[config.mk]
export PLATFORM = sky130hd
export DESIGN_NAME = xup_reg_write_arbiter
export DESIGN_NICKNAME = d
export VERILOG_FILES = /design/src/rtl/xup_reg_write_arbiter.sv
export SDC_FILE = /design/constraint.sdc
export NUM_CORES = 1
export LEC_CHECK = 0
export BUFFER_PORTS_ARGS = -buffer_cell sky130_fd_sc_hd__buf_2
export CELL_PAD_IN_SITES_DETAIL_PLACEMENT = 1
export CELL_PAD_IN_SITES_GLOBAL_PLACEMENT = 1
export CORE_MARGIN = 3
export CORE_UTILIZATION = 36
export CTS_CLUSTER_SIZE = 14
export DETAILED_ROUTE_END_ITERATION = 16
export PLACE_DENSITY_LB_ADDON = 0.3
export SYNTH_ARGS = -nofsm -noshare
export SYNTH_HDL_FRONTEND = slang
export SYNTH_SLANG_ARGS = --single-unit
[constraint.sdc]
create_clock -name clk -period 1.7 [get_ports clk]
set_input_delay 0 -clock clk [delete_from_list [all_inputs] [get_ports clk]]
set_output_delay 0 -clock clk [all_outputs]
set_load 0.03 [all_outputs]
[src/rtl/xup_reg_write_arbiter.sv]
// Round-robin write arbiter and sequencer for a shared enable-gated register.
// Requesters use a req/ack handshake. Each grant produces one write strobe, then one ack pulse.
module xup_reg_write_arbiter #(
  parameter int WIDTH = 8,
  parameter int NREQ  = 4,
  parameter int HOLD  = 1,
  localparam int IDW  = (NREQ > 2) ? $clog2(NREQ) : 1
) (
  input  logic                    clk,
  input  logic                    reset,
  input  logic [NREQ-1:0]         req,
  input  logic [NREQ*WIDTH-1:0]   wdata,
  output logic [NREQ-1:0]         ack,
  output logic [WIDTH-1:0]        q,
  output logic                    en_out,
  output logic [IDW-1:0]          gnt_id,
  output logic                    busy
);

  typedef enum logic [1:0] {
    IDLE  = 2'd0,
    WRITE = 2'd1,
    ACK   = 2'd2,
    GAP   = 2'd3
  } state_t;

  state_t           state;
  state_t           next_state;
  logic [WIDTH-1:0] staging;
  logic [IDW-1:0]   last_grant;
  logic [3:0]       gap_cnt;
  logic [IDW-1:0]   winner;
  logic [WIDTH-1:0] win_data;
  logic             any_req;

  assign any_req = |req;

  // Pass 1 picks the lowest requester at or below the pointer (the wrapped candidates).
  // Pass 2 overrides it with the lowest requester strictly above the pointer, if there is one.
  always_comb begin
    winner   = '0;
    win_data = '0;
    for (int i = NREQ - 1; i >= 0; i--) begin
      if (req[i] && (i <= int'(last_grant))) begin
        winner   = IDW'(i);
        win_data = wdata[i*WIDTH +: WIDTH];
      end
    end
    for (int i = NREQ - 1; i >= 0; i--) begin
      if (req[i] && (i > int'(last_grant))) begin
        winner   = IDW'(i);
        win_data = wdata[i*WIDTH +: WIDTH];
      end
    end
  end

  always_comb begin
    next_state = state;
    en_out     = 1'b0;
    ack        = '0;
    busy       = (state != IDLE);
    case (state)
      IDLE: begin
        if (any_req) next_state = WRITE;
      end
      WRITE: begin
        en_out     = 1'b1;
        next_state = ACK;
      end
      ACK: begin
        ack        = {{(NREQ-1){1'b0}}, 1'b1} << gnt_id;
        next_state = (HOLD > 0) ? GAP : IDLE;
      end
      GAP: begin
        if (gap_cnt <= 4'd1) next_state = IDLE;
      end
      default: next_state = IDLE;
    endcase
  end

  // Data is captured into staging at the grant edge, so later wdata changes cannot affect the write.
  always_ff @(posedge clk) begin
    if (reset) begin
      state      <= IDLE;
      q          <= '0;
      gnt_id     <= '0;
      staging    <= '0;
      last_grant <= IDW'(NREQ - 1);
      gap_cnt    <= '0;
    end else begin
      state <= next_state;
      case (state)
        IDLE: begin
          if (any_req) begin
            gnt_id  <= winner;
            staging <= win_data;
          end
        end
        WRITE: begin
          q <= staging;
        end
        ACK: begin
          last_grant <= gnt_id;
          gap_cnt    <= 4'(HOLD);
        end
        GAP: begin
          if (gap_cnt != 4'd0) gap_cnt <= gap_cnt - 4'd1;
        end
        default: ;
      endcase
    end
  end

endmodule

==> reports/qor.txt, run 1 <==
nets@finish: 324
first-pass GRT wire length: 8370 um
area leader, netlist: dfxtp_1
CTS max path bufs: 2
Num CTS Buffers: 3
synthesized netlist net count: 271
synthesized area per cell: 7.47 um2
Vias/cell: 5.72
total grt overflow: 0
antenna-violating nets left: 0
row count: 24
# setup viols final: 0
Mapped Cells: 227
Worst Max-Slew Pin Slew: 525 ps
DRT Wirelength: 5170 um
clk_lat worst skew: 270 ps
Die Y: 74.6 um
initial detailed-routing violation count: 59
vias in the first global route: 1836
Via Count: 1886
CTS clk-pin slew, worst paths: 90 ps
Pre-Repair DR Iteration Count: 4
clock root cell: clkbuf_8
# port buffers: 53
slowest stage cell, crit path: dfxtp_1
Max FO, Critical Path: 5
Slew Limit Fails: 0
sequential-to-total area share from yosys stat: 0.307
slowest stage delay, CP: 370 ps
CP Cell Sequence: inv_1 -> ha_1 -> nand2b_1 -> o21ai_1 -> nor4_1 -> mux2_1 -> nor2_1
Critical Path End Type: flop
CTS sink cnt: 26
outcome: finished, final reports clean
Global Route Usage Sum: 0.191
CP Buf/Inv Count: 1
Max Clk Rate: 619 MHz
HPWL Detailed: 4020 um
min Tclk post-route: 1620 ps
hold crit path type: input pin to flop
max_slew headroom: 0.650
crit path DAT: 1830 ps
met2 GRT Util: 0.334
Hold WS: 156 ps
Initial Util: 0.381
most frequent cells in the layout: buf_2, nand2_1, a21oi_1
post-CTS setup buffers: 0
H-tree Lvls: 1
final hold viol count: 0
layout overhead on the synthesized area: 21.7%
grt met1 use: 0.238
n_diodes: 0
hold-fix buffers at CTS: 0
Setup Skew: 7.05 ps
Yosys warning count: 0
largest net degree at the start of global routing: 27
Peak VDD IR: 0.000651 V
initial antenna violation count: 0
Residual DRC: 0
Lkg Pwr: 0.918 nW
max cap viols: 0
Core Area: 4440 um2
Synth cell types: 39
CP startpoint kind: flop
Fin Setup TNS: 0 ps
share of cells above drive strength 1: 0.259
pwr/cell area: 1340 nW/um2
CTS tree: built
die area: 5570 um2
most common cell after layout, fill and taps aside: buf_2
met3 Use GR: 0.0307
family with the most delay on the worst path: simple AND/OR/NAND/NOR gates
GRT Max-Usage Layer: met2
DIE WIDTH: 74.6 um
mapped cell area: 1700 um2
area share of the largest cell type after synthesis: 0.307
wire per inst: 15.7 um
period utilization: 0.951
RSZ-0062 raised after global routing: false
top post-synthesis cells by area: dfxtp_1, a21oi_1, nand2_1
Final Wtd Congestion: 0.892
Crit Path Category: flop to flop
Synth Register Bits: 26
CP Data Required Time: 1910 ps
I/O pin count: 54
==> cell usage after synthesis (all sizes together) <==
library cell / n
a211oi: 2
a211o: 1
a31oi: 16
a21oi: 30
nand4b: 1
and3b: 1
nor3b: 1
nand2: 31
o21ai: 7
mux2: 1
or4: 1
clkbuf: 9
o31ai: 1
mux2i: 9
o211ai: 7
a21o: 1
nor3: 2
a221oi: 1
and2: 1
ha: 6
nor2b: 2
a311o: 7
and3: 3
nand2b: 4
nor4: 1
o22ai: 9
o21ba: 1
nand3: 2
nor2: 22
dfxtp: 26
buf: 6
inv: 15
==> registers in the layout (all words and copies together) (netlist names) <==
| register | count |
|---|---|
| gnt_id | 2 |
| state | 2 |
| gap_cnt | 4 |
| last_grant | 2 |
| q | 8 |
| staging | 8 |
==> final timing paths <==
path               from    endpoint  slack (ps)  cells past startpoint
max          gap_cnt[0]  gap_cnt[3]          80                      7
min reg2reg  staging[6]  staging[6]         490                      2
max reg2reg  gap_cnt[0]  gap_cnt[3]          80                      7
min               reset    state[1]         160                      2
==> cells by family after synthesis <==
kind of cell,Yosys count,synth area share
compound gates,83,0.308
mux,10,0.0598
simple gates,72,0.200
buf+inv,30,0.0812
flops,26,0.307
fa+ha+maj,6,0.0443
==> cell type report <==
cell class	count	area, um2
fill	597	2380
clock buffer	3	41.3
tap	52	65.1
timing repair buffer	63	340
sequential	26	520
multi-input combinational	171	1040
inverter	15	56.3
==> timing repair <==
action / 4_1_cts / 5_1_grt
gates resized for setup: 0 / 1
hold endpoints to repair: 0 / 0
setup endpoints to repair: 0 / 6
==> per-layer routing <==
layer  vias up  wire length, um
met5         -                0
met4         0              127
met3        16              158
li1        924                -
met2        45             2610
met1       901             2280
==> where the power goes <==
group          switching [mW]  leakage (nW)  total (mW)  internal [mW]
sequential              0.148         0.213       0.946          0.798
combinational           0.907         0.683        1.47          0.566
clock                   0.189        0.0216       0.347          0.159
total                    1.24         0.918        2.77           1.52
==> through the flow <==
stage | std cells | total power [mW] | setup WS [ps] | instance area [um2] | util
floorplan | 227 | 2.03 | 180 | 1700 | -
global placement | 327 | 2.38 | 144 | 2020 | 0.454
detailed placement | 327 | 2.43 | 104 | 2020 | 0.454
CTS | 330 | 2.79 | 85.0 | 2060 | 0.464
global route | 330 | 2.99 | 2.28 | 2060 | 0.464
finish | 330 | 2.77 | 83.9 | 2060 | 0.464
Power figures use the tool's default switching activity.
==> run 2, diff against run 1 <==
==> constraint.sdc (replaced) <==
create_clock -name clk -period 1.8 [get_ports clk]
set_input_delay 0 -clock clk [delete_from_list [all_inputs] [get_ports clk]]
set_output_delay 0 -clock clk [all_outputs]
set_load 0.03 [all_outputs]
==> reports/qor.txt, run 2 (synthesized netlist as in run 1, its figures left out) <==
outcome: finished, final reports clean
Num CTS Buffers: 3
Die Y: 74.6 um
wire per inst: 15.3 um
CTS tree: built
CTS sink cnt: 26
layout overhead on the synthesized area: 22.7%
RSZ-0062 raised after global routing: false
NetSw: 1.18 mW
hold-fix buffers at CTS: 0
Multi-input gate area: 1050 um2
H-tree Lvls: 1
Critical Path End Type: flop
pwr/cell area: 1330 nW/um2
sequential power share: 0.321
total grt overflow: 0
max_slew headroom: 0.659
Core Util, Final: 0.468
Fin Setup TNS: 0 ps
Critical Path Stages: 7
Max FO, Critical Path: 5
min Tclk post-route: 1610 ps
max cap viols: 0
Global Route Usage Sum: 0.188
most common cell after layout, fill and taps aside: buf_2
CTS max path bufs: 2
CTS clk-pin slew, worst paths: 90 ps
DP Area: 2000 um2
DRT Wirelength: 5000 um
Switching Fraction: 0.428
post-place setup slack: 166 ps
# fillers: 589
Residual DRC: 0
die area: 5570 um2
Slew Limit Fails: 0
family with the most delay on the worst path: flip-flops
DIE WIDTH: 74.6 um
Final Wtd Congestion: 0.838
final worst setup slack: 188 ps
initial detailed-routing violation count: 62
antenna-violating nets left: 0
Via Count: 1816
Worst Max-Slew Pin Slew: 509 ps
vias in the first global route: 1857
Worst Reg-to-Reg Cells: 7
Core Area: 4440 um2
Setup Skew: 2.09 ps
clk_lat worst skew: 270 ps
HPWL Detailed: 3940 um
overall power: 2.76 mW
Vias/cell: 5.54
period utilization: 0.896
CP startpoint kind: flop
I/O pin count: 54
Crit Path Category: flop to flop
initial antenna violation count: 0
CP Cell Sequence: inv_1 -> ha_1 -> nand2b_1 -> o21ai_1 -> nor4_2 -> mux2_1 -> nor2_1
# port buffers: 53
Largest regs: q (8), staging (8), gap_cnt (4)
Lkg Pwr: 0.919 nW
# setup viols final: 0
Storage cell area: 520 um2
first-pass GRT wire length: 8270 um
Pre-Repair DR Iteration Count: 4
Combinational Power Share: 0.505
placed insts: 324
Clock Power Share: 0.174
CP Buf/Inv Count: 1
Peak VDD IR: 0.000459 V
nets@finish: 321
Initial Util: 0.381
largest net degree at the start of global routing: 27
Max Clk Rate: 620 MHz
n_diodes: 0
share of cells above drive strength 1: 0.254
post-route insts no fill: 328
CP Data Required Time: 2000 ps
row count: 24
final hold viol count: 0
clock root cell: clkbuf_8
slowest stage delay, CP: 390 ps
number of cells on the worst hold path: 2
slowest stage cell, crit path: dfxtp_1
hold crit path type: input pin to flop
design area: 2080 um2
crit path DAT: 1820 ps
most frequent cells in the layout: buf_2, nand2_1, a21oi_1
Power Internal: 1.58 mW
Hold WS: 157 ps
## run 2: cell types whose count changed in the layout (fill, tap and decap cells not counted)
cell       before  now
ha_2            1    0
ha_1            5    6
nor4_1          1    0
nor3_2          1    0
nor4_2          0    1
nor3_4          0    1
bufinv_16       0    1
buf_4          10    7
## run 2: cell type report
| type | instances | area share |
|---|---|---|
| well taps | 52 | 0.0313 |
| flip-flops and latches | 26 | 0.250 |
| repair buffers | 60 | 0.153 |
| clock inverters | 1 | 0.0144 |
| clock buffers | 3 | 0.0198 |
| multi-input cells | 171 | 0.505 |
| inverters | 15 | 0.0271 |
## run 2: path summary, 6_finish.rpt
| kind | startpoint | to | slack [ps] |
|---|---|---|---|
| setup / recovery | gap_cnt[0] | gap_cnt[3] | 190 |
| setup reg to reg | gap_cnt[0] | gap_cnt[3] | 190 |
| hold reg to reg | staging[7] | staging[7] | 490 |
| hold / removal | reset | gnt_id[1] | 160 |
## run 2: repair_timing
action,4_1_cts,5_1_grt
setup endpoints to repair,0,5
setup buffers,0,0
resized for setup,0,2
## run 2: power by group through the flow
stage	registers, mW	logic, mW	clock network [mW]
final	0.886	1.39	0.479
after global routing	0.918	1.56	0.521
after CTS	0.889	1.40	0.502
after detailed placement	0.897	1.39	0
after global placement	0.894	1.36	0
after floorplan	0.959	0.962	0
## run 2: routing by layer
layer  routed length [um]  global-route usage  share of wire  up-vias
met3                  179              0.0347          0.036       10
met4                   82              0.0375          0.016        0
met2                 2530               0.336           0.51       40
met1                 2210               0.236           0.44      851
li1                     -                   -              -      915
met5                    0                   0              0        -
